**config.mk**
```make
export PLATFORM = sky130hd
export DESIGN_NAME = bit_serial_alu
export DESIGN_NICKNAME = d
export VERILOG_FILES = /design/src/rtl/bit_serial_alu_pkg.sv /design/src/rtl/bit_serial_alu_slice.sv /design/src/rtl/bit_serial_alu.sv
export SDC_FILE = /design/constraint.sdc
export NUM_CORES = 1
export LEC_CHECK = 0
export CELL_PAD_IN_SITES_DETAIL_PLACEMENT = 1
export CELL_PAD_IN_SITES_GLOBAL_PLACEMENT = 2
export CORE_ASPECT_RATIO = 1.2
export CORE_MARGIN = 8
export CORE_UTILIZATION = 35
export DETAILED_ROUTE_END_ITERATION = 16
export PLACE_DENSITY_LB_ADDON = 0.1
export SKIP_LAST_GASP = 1
export SLEW_MARGIN = 20
export SYNTH_ARGS = -nofsm -noshare
export SYNTH_HDL_FRONTEND = slang
export SYNTH_HIERARCHICAL = 1
export SYNTH_SLANG_ARGS = --single-unit
```
**constraint.sdc**
```tcl
create_clock -name clk -period 5.5 [get_ports clk]
set_clock_uncertainty 0.1 [all_clocks]
set_input_delay 1.1 -clock clk [delete_from_list [all_inputs] [get_ports clk]]
set_output_delay 1.1 -clock clk [all_outputs]
set_load 0.02 [all_outputs]
```
**src/rtl/bit_serial_alu_pkg.sv**
```systemverilog
// Shared definitions for the bit-serial ALU: op encodings, FSM states, default width.
// Optional feature macro: BSALU_SLT_EN (set-on-less-than for op=11).
package bsalu_pkg;

    localparam int BSALU_WIDTH = 8;

    localparam logic [1:0] OP_AND = 2'b00;
    localparam logic [1:0] OP_OR  = 2'b01;
    localparam logic [1:0] OP_ADD = 2'b10;
    localparam logic [1:0] OP_SLT = 2'b11;

    typedef enum logic [1:0] {
        IDLE = 2'd0,
        RUN  = 2'd1,
        DONE = 2'd2
    } state_t;

endpackage

```
**src/rtl/bit_serial_alu_slice.sv**
```systemverilog
// Combinational 1-bit ALU slice; the full adder always evaluates so cout is valid for every op.
module alu_slice
    import bsalu_pkg::*;
(
    input  logic       ainvert,
    input  logic       binvert,
    input  logic       cin,
    input  logic [1:0] op,
    input  logic       a,
    input  logic       b,
    output logic       result,
    output logic       cout
);

    logic x, y, sum;

    assign x    = a ^ ainvert;
    assign y    = b ^ binvert;
    assign sum  = x ^ y ^ cin;
    assign cout = (x & y) | (x & cin) | (y & cin);

    // op=11 passes the sum bit; the top level turns it into the SLT result.
    always_comb begin
        result = sum;
        case (op)
            OP_AND:  result = x & y;
            OP_OR:   result = x | y;
            default: result = sum;
        endcase
    end

endmodule

```
**src/rtl/bit_serial_alu.sv**
```systemverilog
// Bit-serial ALU sequencer: one slice reused LSB-first over WIDTH cycles, start/done handshake.
// Optional feature macro: BSALU_SLT_EN (op=11 performs set-on-less-than).
module bit_serial_alu
    import bsalu_pkg::*;
#(
    parameter int WIDTH = BSALU_WIDTH
) (
    input  logic             clk,
    input  logic             rst_n,
    input  logic             start,
    input  logic             ainvert,
    input  logic             binvert,
    input  logic             cin,
    input  logic [1:0]       op,
    input  logic [WIDTH-1:0] a,
    input  logic [WIDTH-1:0] b,
    output logic             busy,
    output logic             done,
    output logic [WIDTH-1:0] result,
    output logic             cout,
    output logic             overflow,
    output logic             zero
);

    localparam int CW = (WIDTH > 1) ? $clog2(WIDTH) : 1;
    localparam logic [CW-1:0] LAST = CW'(WIDTH - 1);

    state_t           state_q;
    logic [WIDTH-1:0] a_q, b_q, res_q, result_q;
    logic             ainv_q, binv_q;
    logic [1:0]       op_q;
    logic             carry_q, cmsb_q;
    logic [CW-1:0]    cnt_q;
    logic             busy_q, done_q, cout_q, ovf_q, zero_q;

    logic             s_res, s_cout;
    logic [WIDTH-1:0] result_d;
    logic             ovf_d, zero_d;

    alu_slice u_slice (
        .ainvert (ainv_q),
        .binvert (binv_q),
        .cin     (carry_q),
        .op      (op_q),
        .a       (a_q[cnt_q]),
        .b       (b_q[cnt_q]),
        .result  (s_res),
        .cout    (s_cout)
    );

    // Final flags from the state left after the last RUN edge; res_q[MSB] holds the MSB sum bit for SLT.
    always_comb begin
        ovf_d    = cmsb_q ^ carry_q;
        result_d = res_q;
        if (op_q == OP_SLT) begin
            result_d = '0;
`ifdef BSALU_SLT_EN
            result_d[0] = res_q[WIDTH-1] ^ ovf_d;
`endif
        end
        zero_d = (result_d == '0);
    end

    always_ff @(posedge clk or negedge rst_n) begin
        if (!rst_n) begin
            state_q  <= IDLE;
            a_q      <= '0;
            b_q      <= '0;
            res_q    <= '0;
            result_q <= '0;
            ainv_q   <= 1'b0;
            binv_q   <= 1'b0;
            op_q     <= '0;
            carry_q  <= 1'b0;
            cmsb_q   <= 1'b0;
            cnt_q    <= '0;
            busy_q   <= 1'b0;
            done_q   <= 1'b0;
            cout_q   <= 1'b0;
            ovf_q    <= 1'b0;
            zero_q   <= 1'b0;
        end else begin
            done_q <= 1'b0;
            case (state_q)
                IDLE: begin
                    if (start) begin
                        a_q     <= a;
                        b_q     <= b;
                        ainv_q  <= ainvert;
                        binv_q  <= binvert;
                        op_q    <= op;
                        carry_q <= cin;
                        cnt_q   <= '0;
                        busy_q  <= 1'b1;
                        state_q <= RUN;
                    end
                end
                RUN: begin
                    carry_q <= s_cout;
                    res_q   <= {s_res, res_q[WIDTH-1:1]};
                    if (cnt_q == LAST) begin
                        cmsb_q  <= carry_q;
                        cnt_q   <= '0;
                        state_q <= DONE;
                    end else begin
                        cnt_q <= cnt_q + 1'b1;
                    end
                end
                DONE: begin
                    done_q   <= 1'b1;
                    result_q <= result_d;
                    cout_q   <= carry_q;
                    ovf_q    <= ovf_d;
                    zero_q   <= zero_d;
                    busy_q   <= 1'b0;
                    state_q  <= IDLE;
                end
                default: state_q <= IDLE;
            endcase
        end
    end

    assign busy     = busy_q;
    assign done     = done_q;
    assign result   = result_q;
    assign cout     = cout_q;
    assign overflow = ovf_q;
    assign zero     = zero_q;

endmodule
```
==> results of run 1 <==
-- registers in the layout, indices dropped and copies added (netlist names) --
name      flops
a_q           8
b_q           8
res_q         8
result        8
cnt_q         3
op_q          2
state_q       2
ainv_q        1
binv_q        1
busy          1
carry_q       1
cmsb_q        1
cout          1
done          1
overflow      1
zero          1
-- Yosys cell counts, drive strengths merged --
master,instances,area share (%)
a21oi,5,1.4
a22o,8,3.4
a22oi,1,0.36
a32oi,1,0.42
and2,1,0.30
buf,4,1.9
clkbuf,5,0.90
dfrtp,48,58
ha,2,1.2
inv,3,0.54
mux2,3,1.6
mux4,4,5.1
nand2,94,17
nand2b,2,0.60
nand3,4,0.96
nand3b,1,0.36
nor2,4,0.72
nor2b,1,0.30
nor3b,1,0.36
nor4,2,0.60
o21ai,3,0.72
o21bai,1,0.36
o31ai,1,0.36
or3b,1,0.42
xnor2,3,2.0
xor2,1,0.42
-- worst reg2reg max path: stages, from the launching register on --
cell                      delay [ps]
sky130_fd_sc_hd__dfrtp_1         570
sky130_fd_sc_hd__mux4_1          630
sky130_fd_sc_hd__mux2_2          300
sky130_fd_sc_hd__xnor2_2         270
sky130_fd_sc_hd__xor2_1          130
sky130_fd_sc_hd__a32oi_1         200
sky130_fd_sc_hd__o21ai_0         100
sky130_fd_sc_hd__nand2_1          60
sky130_fd_sc_hd__nand2_1          50
-- worst max path at each step --
stage	startpoint	to	slack [ps]	depth (start not counted)
detailed placement	start	cnt_q[0]$_DFFE_PN0P_	2660	4
global placement	start	carry_q$_DFFE_PN0P_	2500	4
global route	cnt_q[0]$_DFFE_PN0P_	res_q[7]$_DFFE_PN0P_	2800	8
finish	start	cnt_q[0]$_DFFE_PN0P_	2970	4
floorplan	cnt_q[0]$_DFFE_PN0P_	res_q[7]$_DFFE_PN0P_	3300	9
CTS	cnt_q[0]$_DFFE_PN0P_	res_q[7]$_DFFE_PN0P_	2930	8
-- logic make-up after synthesis --
| logic type | synth area share (%) |
|---|---|
| flip-flops | 57.8 |
| multiplexers | 6.68 |
| XOR/XNOR | 2.41 |
| buffers and inverters | 3.31 |
| AO/OA/AOI/OAI | 6.98 |
| adder cells (fa/ha/maj) | 1.20 |
| AND/OR/NAND/NOR | 21.6 |
-- metal layers --
metal / share of wire [%] / wire (um) / vias up / GRT usage, %
li1: - / - / 734 / -
met1: 42 / 1950 / 741 / 12.5
met2: 52 / 2400 / 34 / 20.7
met3: 4.9 / 226 / 7 / 2.62
met4: 1.7 / 80 / 0 / 5.58
met5: 0 / 0 / - / 0
-- power by group through the flow --
stage / registers, W / logic, W / clock network, W
6_report: 0.000630 / 0.000619 / 0.000213
5_1_grt: 0.000658 / 0.000698 / 0.000234
3_5_place_dp: 0.000642 / 0.000631 / 0
4_1_cts: 0.000635 / 0.000635 / 0.000225
2_1_floorplan: 0.000640 / 0.000431 / 0
3_3_place_gp: 0.000631 / 0.000602 / 0
-- final cells by class --
class	count	area (um^2)
Clock buffer	8	90.1
Fill cell	671	3130
Inverter	3	11.3
Multi-Input combinational cell	144	820
Sequential cell	48	1200
Tap cell	80	100
Timing Repair Buffer	36	358
-- per-stage QoR --
step	power [W]	hold slack, ps	util (%)	setup slack (ps)
6_report	0.00146	374	45.2	2970
4_1_cts	0.00150	380	45.2	2930
5_1_grt	0.00159	407	45.2	2800
3_5_place_dp	0.00127	360	43.6	2660
2_1_floorplan	0.00107	337	-	3300
3_3_place_gp	0.00123	352	43.5	2500
==> insert_results.sql, run 1 <==
INSERT INTO impl_metrics (metric_group, metric, value, unit) VALUES
('pwr', 'power.share.sequential', '43.1', '%'),
('sta', 'final_period_minus_worst_setup_slack', '2530', 'ps'),
('drt', 'routed_wirelength', '4650', 'um'),
('setup_path', 'crit_path_cell_trace', 'clkdlybuf4s50_1 -> or3b_2 -> nand3_1 -> o31ai_1', ''),
('worst_hold_path', 'hold_end', 'b_q[1]$_DFFE_PN0P_', ''),
('worst_hold_path', 'holdCritPathClass', 'register to register', ''),
('clock_network', 'cts_resized', '0', ''),
('outcome', 'status', 'finished clean', ''),
('worst_hold_path', 'timing.hold.worst.start', 'b_q[1]$_DFFE_PN0P_', ''),
('clock_network', 'tritoncts', 'done', ''),
('drt', 'drt_first_pass_iters', '4', ''),
('sta', 'layout_worst_path_cycle_share', '46.0', '%'),
('clock_network', 'cts_buffers', '5', ''),
('floorplanning', 'initial_utilization', '36.4', '%'),
('clock_network', 'cts.hold.buffers_added', '0', ''),
('clock_network', 'max-clock-path-buffers', '2', ''),
('setup_path', 'crit-reg2reg-capture', 'res_q[7]$_DFFE_PN0P_', ''),
('setup_path', 'critical-path-max-stage-delay', '710', 'ps'),
('setup_path', 'criticalPathCategory', 'input port to register', ''),
('placed_design', 'place.gp.congestion', '0.730', ''),
('placed_design', 'dp_cells', '311', ''),
('layout', 'antennaDiodeCount', '0', ''),
('floorplanning', 'rows', '30', ''),
('setup_path', 'worstRegToRegCells', '8', ''),
('clock_network', 'htree_levels', '2', ''),
('layout', 'post_route_cells_drive_above_1_share', '6.28', '%'),
('synthesis', 'synth_fp_nets', '230', ''),
('pwr', 'power_report.internal_total', '0.000907', 'W'),
('layout', 'finish.net_count', '264', ''),
('global_route', 'first_global_vias', '1694', ''),
('layout', 'final_common_cell', 'sky130_fd_sc_hd__nand2_1', ''),
('drt', 'first_iter_violations', '6', ''),
('placed_design', 'dpl-instance-area', '2490', 'um^2'),
('drt', 'detail_route.drc_violations', '0', ''),
('global_route', 'grt_first_pass_wirelength', '7910', 'um'),
('synthesis', 'synth_area', '2080', 'um^2'),
('floorplanning', 'floorplan.io_pins', '37', ''),
('setup_path', 'worstPathBufferInverterCount', '1', ''),
('global_route', 'grt_start_max_net_pins', '49', ''),
('setup_path', 'timing.critical_path.slowest_stage_cell', 'sky130_fd_sc_hd__or3b_2', ''),
('synthesis', 'synth_seq_area_share', '57.8', '%'),
('clock_network', 'post-cts-setup-buffers', '0', ''),
('layout', 'mostFrequentLayoutCells', 'sky130_fd_sc_hd__nand2_1 (94), sky130_fd_sc_hd__dfrtp_1 (48), sky130_fd_sc_hd__clkdlybuf4s50_1 (35)', ''),
('sta', 'max_slew.worst_pin.slew', '821', 'ps'),
('setup_path', 'cp_data_arrival_time', '2600', 'ps'),
('floorplanning', 'dieArea', '8670', 'um^2'),
('global_route', 'grt-ovfl-total', '0', ''),
('placed_design', 'detailed_place_hpwl', '3410', 'um'),
('floorplanning', 'die_x', '86.3', 'um'),
('flow_run', 'timing.max_cap.violations', '0', ''),
('pwr', 'power.switching', '0.000554', 'W'),
('clock_network', 'path_clk_slew', '80', 'ps'),
('drt', 'viasPerCell', '4.75', ''),
('floorplanning', 'placeable_area', '5710', 'um^2'),
('sta', 'final_max_slew_viol_count', '0', ''),
('setup_path', 'worstPathMaxFanout', '25', ''),
('synthesis', 'synth_warnings', '6', ''),
('setup_path', 'critPathCaptureType', 'register', ''),
('pwr', 'power.share.clock', '14.6', '%'),
('layout', 'instances_no_fill', '319', ''),
('sta', 'hold_viol', '0', ''),
('sta', 'timing.final.setup_violations', '0', ''),
('drt', 'antenna_left', '0', ''),
('pwr', 'cellLeakagePower', '1.25', 'nW'),
('clock_network', 'clock_sink_count', '48', ''),
('sta', 'tns', '0', 'ps'),
('global_route', 'total_global_routing_track_utilization', '11.6', '%'),
('floorplanning', 'chipHeight', '100', 'um'),
('global_route', 'antenna_violations_before_repair', '0', ''),
('placed_design', 'portBuffers', '36', ''),
('sta', 'grt_setup_unrepaired', 'false', '');
(Power assumes the default switching activity.)
==> run 2, diff against run 1 <==
--- a/config.mk
+++ b/config.mk
@@ -9,7 +9,7 @@
 export CELL_PAD_IN_SITES_GLOBAL_PLACEMENT = 2
 export CORE_ASPECT_RATIO = 1.2
 export CORE_MARGIN = 8
-export CORE_UTILIZATION = 35
+export CORE_UTILIZATION = 29
 export DETAILED_ROUTE_END_ITERATION = 16
 export PLACE_DENSITY_LB_ADDON = 0.1
 export SKIP_LAST_GASP = 1
==> constraint.sdc (replaced) <==
create_clock -name clk -period 2.2 [get_ports clk]
set_clock_uncertainty 0.1 [all_clocks]
set_input_delay 0.44 -clock clk [delete_from_list [all_inputs] [get_ports clk]]
set_output_delay 0.44 -clock clk [all_outputs]
set_load 0.02 [all_outputs]
==> insert_results.sql, run 2 (synthesized netlist as in run 1, its figures left out) <==
INSERT INTO impl_metrics (metric_group, metric, value, unit) VALUES
('sta', 'layout_worst_path_cycle_share', '98.9', '%'),
('layout', 'finish.net_count', '274', ''),
('outcome', 'status', 'finished clean', ''),
('setup_path', 'critPathCaptureType', 'register', ''),
('drt', 'route.vias.total', '1555', ''),
('clock_network', 'tritoncts', 'done', ''),
('setup_path', 'worstPathMaxFanout', '5', ''),
('layout', 'final_core_utilization', '38.1', '%'),
('clock_network', 'clk-insertion-delay-late', '300', 'ps'),
('pwr', 'power', '0.00399', 'W'),
('global_route', 'grt-ovfl-total', '0', ''),
('sta', 'hold_viol', '0', ''),
('clock_network', 'max-clock-path-buffers', '2', ''),
('global_route', 'grt_first_pass_wirelength', '8510', 'um'),
('drt', 'routed_wirelength', '4810', 'um'),
('placed_design', 'dpl-instance-area', '2570', 'um^2'),
('sta', 'slew_headroom', '64.4', '%'),
('clock_network', 'clock_sink_count', '48', ''),
('floorplanning', 'floorplan.io_pins', '37', ''),
('clock_network', 'cts_root_buf', 'sky130_fd_sc_hd__clkbuf_8', ''),
('flow_run', 'timing.max_cap.violations', '0', ''),
('clock_network', 'path_clk_slew', '90', 'ps'),
('drt', 'antenna_left', '0', ''),
('floorplanning', 'chipHeight', '109', 'um'),
('setup_path', 'cp_data_arrival_time', '2280', 'ps'),
('setup_path', 'ff2ff_setup_slack', '20', 'ps'),
('pwr', 'power.density', '1470', 'nW/um^2'),
('global_route', 'total_global_routing_track_utilization', '10.4', '%'),
('layout', 'mostFrequentLayoutCells', 'sky130_fd_sc_hd__nand2_1 (94), sky130_fd_sc_hd__dfrtp_1 (47), sky130_fd_sc_hd__clkdlybuf4s50_1 (35)', ''),
('global_route', 'grt_start_max_net_pins', '28', ''),
('clock_network', 'cts.hold.buffers_added', '0', ''),
('sta', 'timing.final.setup_violations', '0', ''),
('drt', 'viasPerCell', '4.59', ''),
('sta', 'worst_hold_slack', '7.93', 'ps'),
('placed_design', 'portBuffers', '36', ''),
('worst_hold_path', 'holdCritPathClass', 'input port to async pin', ''),
('setup_path', 'timing.critical_path.from_type', 'register', ''),
('layout', 'post_route_cells_drive_above_1_share', '12.4', '%'),
('layout', 'layout.cell_area.non_filler', '2710', 'um^2'),
('layout', 'synthToLayoutAreaGrowth', '30.2', '%'),
('setup_path', 'reg2reg_start', 'cnt_q[0]$_DFFE_PN0P_', ''),
('floorplanning', 'dieArea', '10100', 'um^2'),
('setup_path', 'critical_path.startpoint', 'cnt_q[0]$_DFFE_PN0P_', ''),
('floorplanning', 'rows', '34', ''),
('clock_network', 'htree_levels', '2', ''),
('sta', 'tns', '0', 'ps'),
('clock_network', 'cts_buffers', '5', ''),
('global_route', 'antenna_violations_before_repair', '0', ''),
('global_route', 'first_global_vias', '1715', ''),
('floorplanning', 'placeable_area', '7100', 'um^2'),
('sta', 'final_max_slew_viol_count', '0', ''),
('setup_path', 'criticalPathCategory', 'register to register', ''),
('setup_path', 'worstRegToRegCells', '8', ''),
('floorplanning', 'initial_utilization', '29.3', '%'),
('layout', 'fillCellCount', '820', ''),
('placed_design', 'place.gp.congestion', '0.673', ''),
('layout', 'antennaDiodeCount', '0', ''),
('pwr', 'ir_worst_vdd', '0.460', 'mV'),
('setup_path', 'critical-path-max-stage-delay', '510', 'ps'),
('sta', 'final_period_minus_worst_setup_slack', '2180', 'ps'),
('drt', 'per_cell_routed_wire_length', '14.2', 'um'),
('placed_design', 'detailed_place_hpwl', '3610', 'um'),
('setup_path', 'worst_path_most_repeated_cell', 'sky130_fd_sc_hd__nand2_1', ''),
('sta', 'fmax', '459', 'MHz'),
('drt', 'first_iter_violations', '21', ''),
('drt', 'drt_first_pass_iters', '4', ''),
('pwr', 'cellLeakagePower', '1.30', 'nW'),
('setup_path', 'timing.critical_path.slowest_stage_cell', 'sky130_fd_sc_hd__mux4_2', ''),
('setup_path', 'crit_path_cell_trace', 'mux4_2 -> mux2_4 -> xnor2_4 -> xor2_1 -> a32oi_1 -> o21ai_1 -> nand2_1 -> nand2_1', ''),
('sta', 'max_slew.worst_pin.slew', '534', 'ps'),
('drt', 'detail_route.drc_violations', '0', ''),
('sta', 'grt_setup_unrepaired', 'true', ''),
('floorplanning', 'die_x', '93.3', 'um'),
('layout', 'final_common_cell', 'sky130_fd_sc_hd__nand2_1', ''),
('setup_path', 'worst_ep_required_time', '2300', 'ps'),
('setup_path', 'crit-reg2reg-capture', 'res_q[7]$_DFFE_PN0P_', '');
[run 2: cell types whose count changed in the layout (fill, tap and decap cells not counted), moves of 2 or more]
cell | before | now
sky130_fd_sc_hd__mux4_2 | 0 | 4
sky130_fd_sc_hd__mux4_1 | 4 | 0
sky130_fd_sc_hd__mux2_4 | 0 | 2
sky130_fd_sc_hd__mux2_2 | 3 | 1
sky130_fd_sc_hd__xnor2_2 | 2 | 0
sky130_fd_sc_hd__buf_4 | 1 | 9
sky130_fd_sc_hd__xnor2_4 | 0 | 2
[run 2: final cells by class]
type | instances | area, um^2 | share of cell area (%)
Sequential cell | 48 | 1200 | 44.4
Multi-Input combinational cell | 144 | 828 | 30.6
Inverter | 3 | 11.3 | 0.416
Timing Repair Buffer | 46 | 443 | 16.4
Clock buffer | 6 | 72.6 | 2.68
Clock inverter | 2 | 35.0 | 1.30
Tap cell | 90 | 113 | 4.16
[run 2: per-layer routing]
layer	GRT usage (%)	vias up	share of wire, %
li1	-	750	-
met1	12.5	761	44
met2	17.8	39	50
met3	2.55	5	4.9
met4	3.46	0	1.4
met5	0	-	0
[run 2: where the power goes]
group	leakage [nW]	switching, W	total [W]	internal [W]
combinational	0.640	0.000832	0.00175	0.000915
sequential	0.605	0.000343	0.00161	0.00126
clock	0.0552	0.000293	0.000631	0.000338
total	1.30	0.00147	0.00399	0.00252
[run 2: stage by stage]
stage / setup WS [ps] / cells
after global routing: -123 / 339
after detailed placement: -93.5 / 330
after global placement: -50.6 / 330
after CTS: 6.12 / 338
after floorplan: 3.69 / 204
final: 23.5 / 339
[run 2: what timing repair did]
action	in CTS	in global routing
resized for setup	10	0
setup endpoints to repair	2	2
buffers inserted	0	1
pin swaps	0	1
[run 2: worst max-delay path by stage]
stage | end | depth (start not counted) | slack [ps]
2_1_floorplan | res_q[7]$_DFFE_PN0P_ | 9 | 4
3_3_place_gp | res_q[7]$_DFFE_PN0P_ | 8 | -50
3_5_place_dp | res_q[7]$_DFFE_PN0P_ | 8 | -90
4_1_cts | res_q[7]$_DFFE_PN0P_ | 8 | 6
5_1_grt | res_q[7]$_DFFE_PN0P_ | 8 | -120
6_report | res_q[7]$_DFFE_PN0P_ | 8 | 20
[run 2: critical path: cells and delay by family, from the launching register on]
family / cells / cell delay (ps)
DFF: 1 / 440
AOI/OAI and AO/OA: 2 / 280
xor gates and xnor gates: 2 / 330
muxes: 2 / 820
and+or+nand+nor: 2 / 100
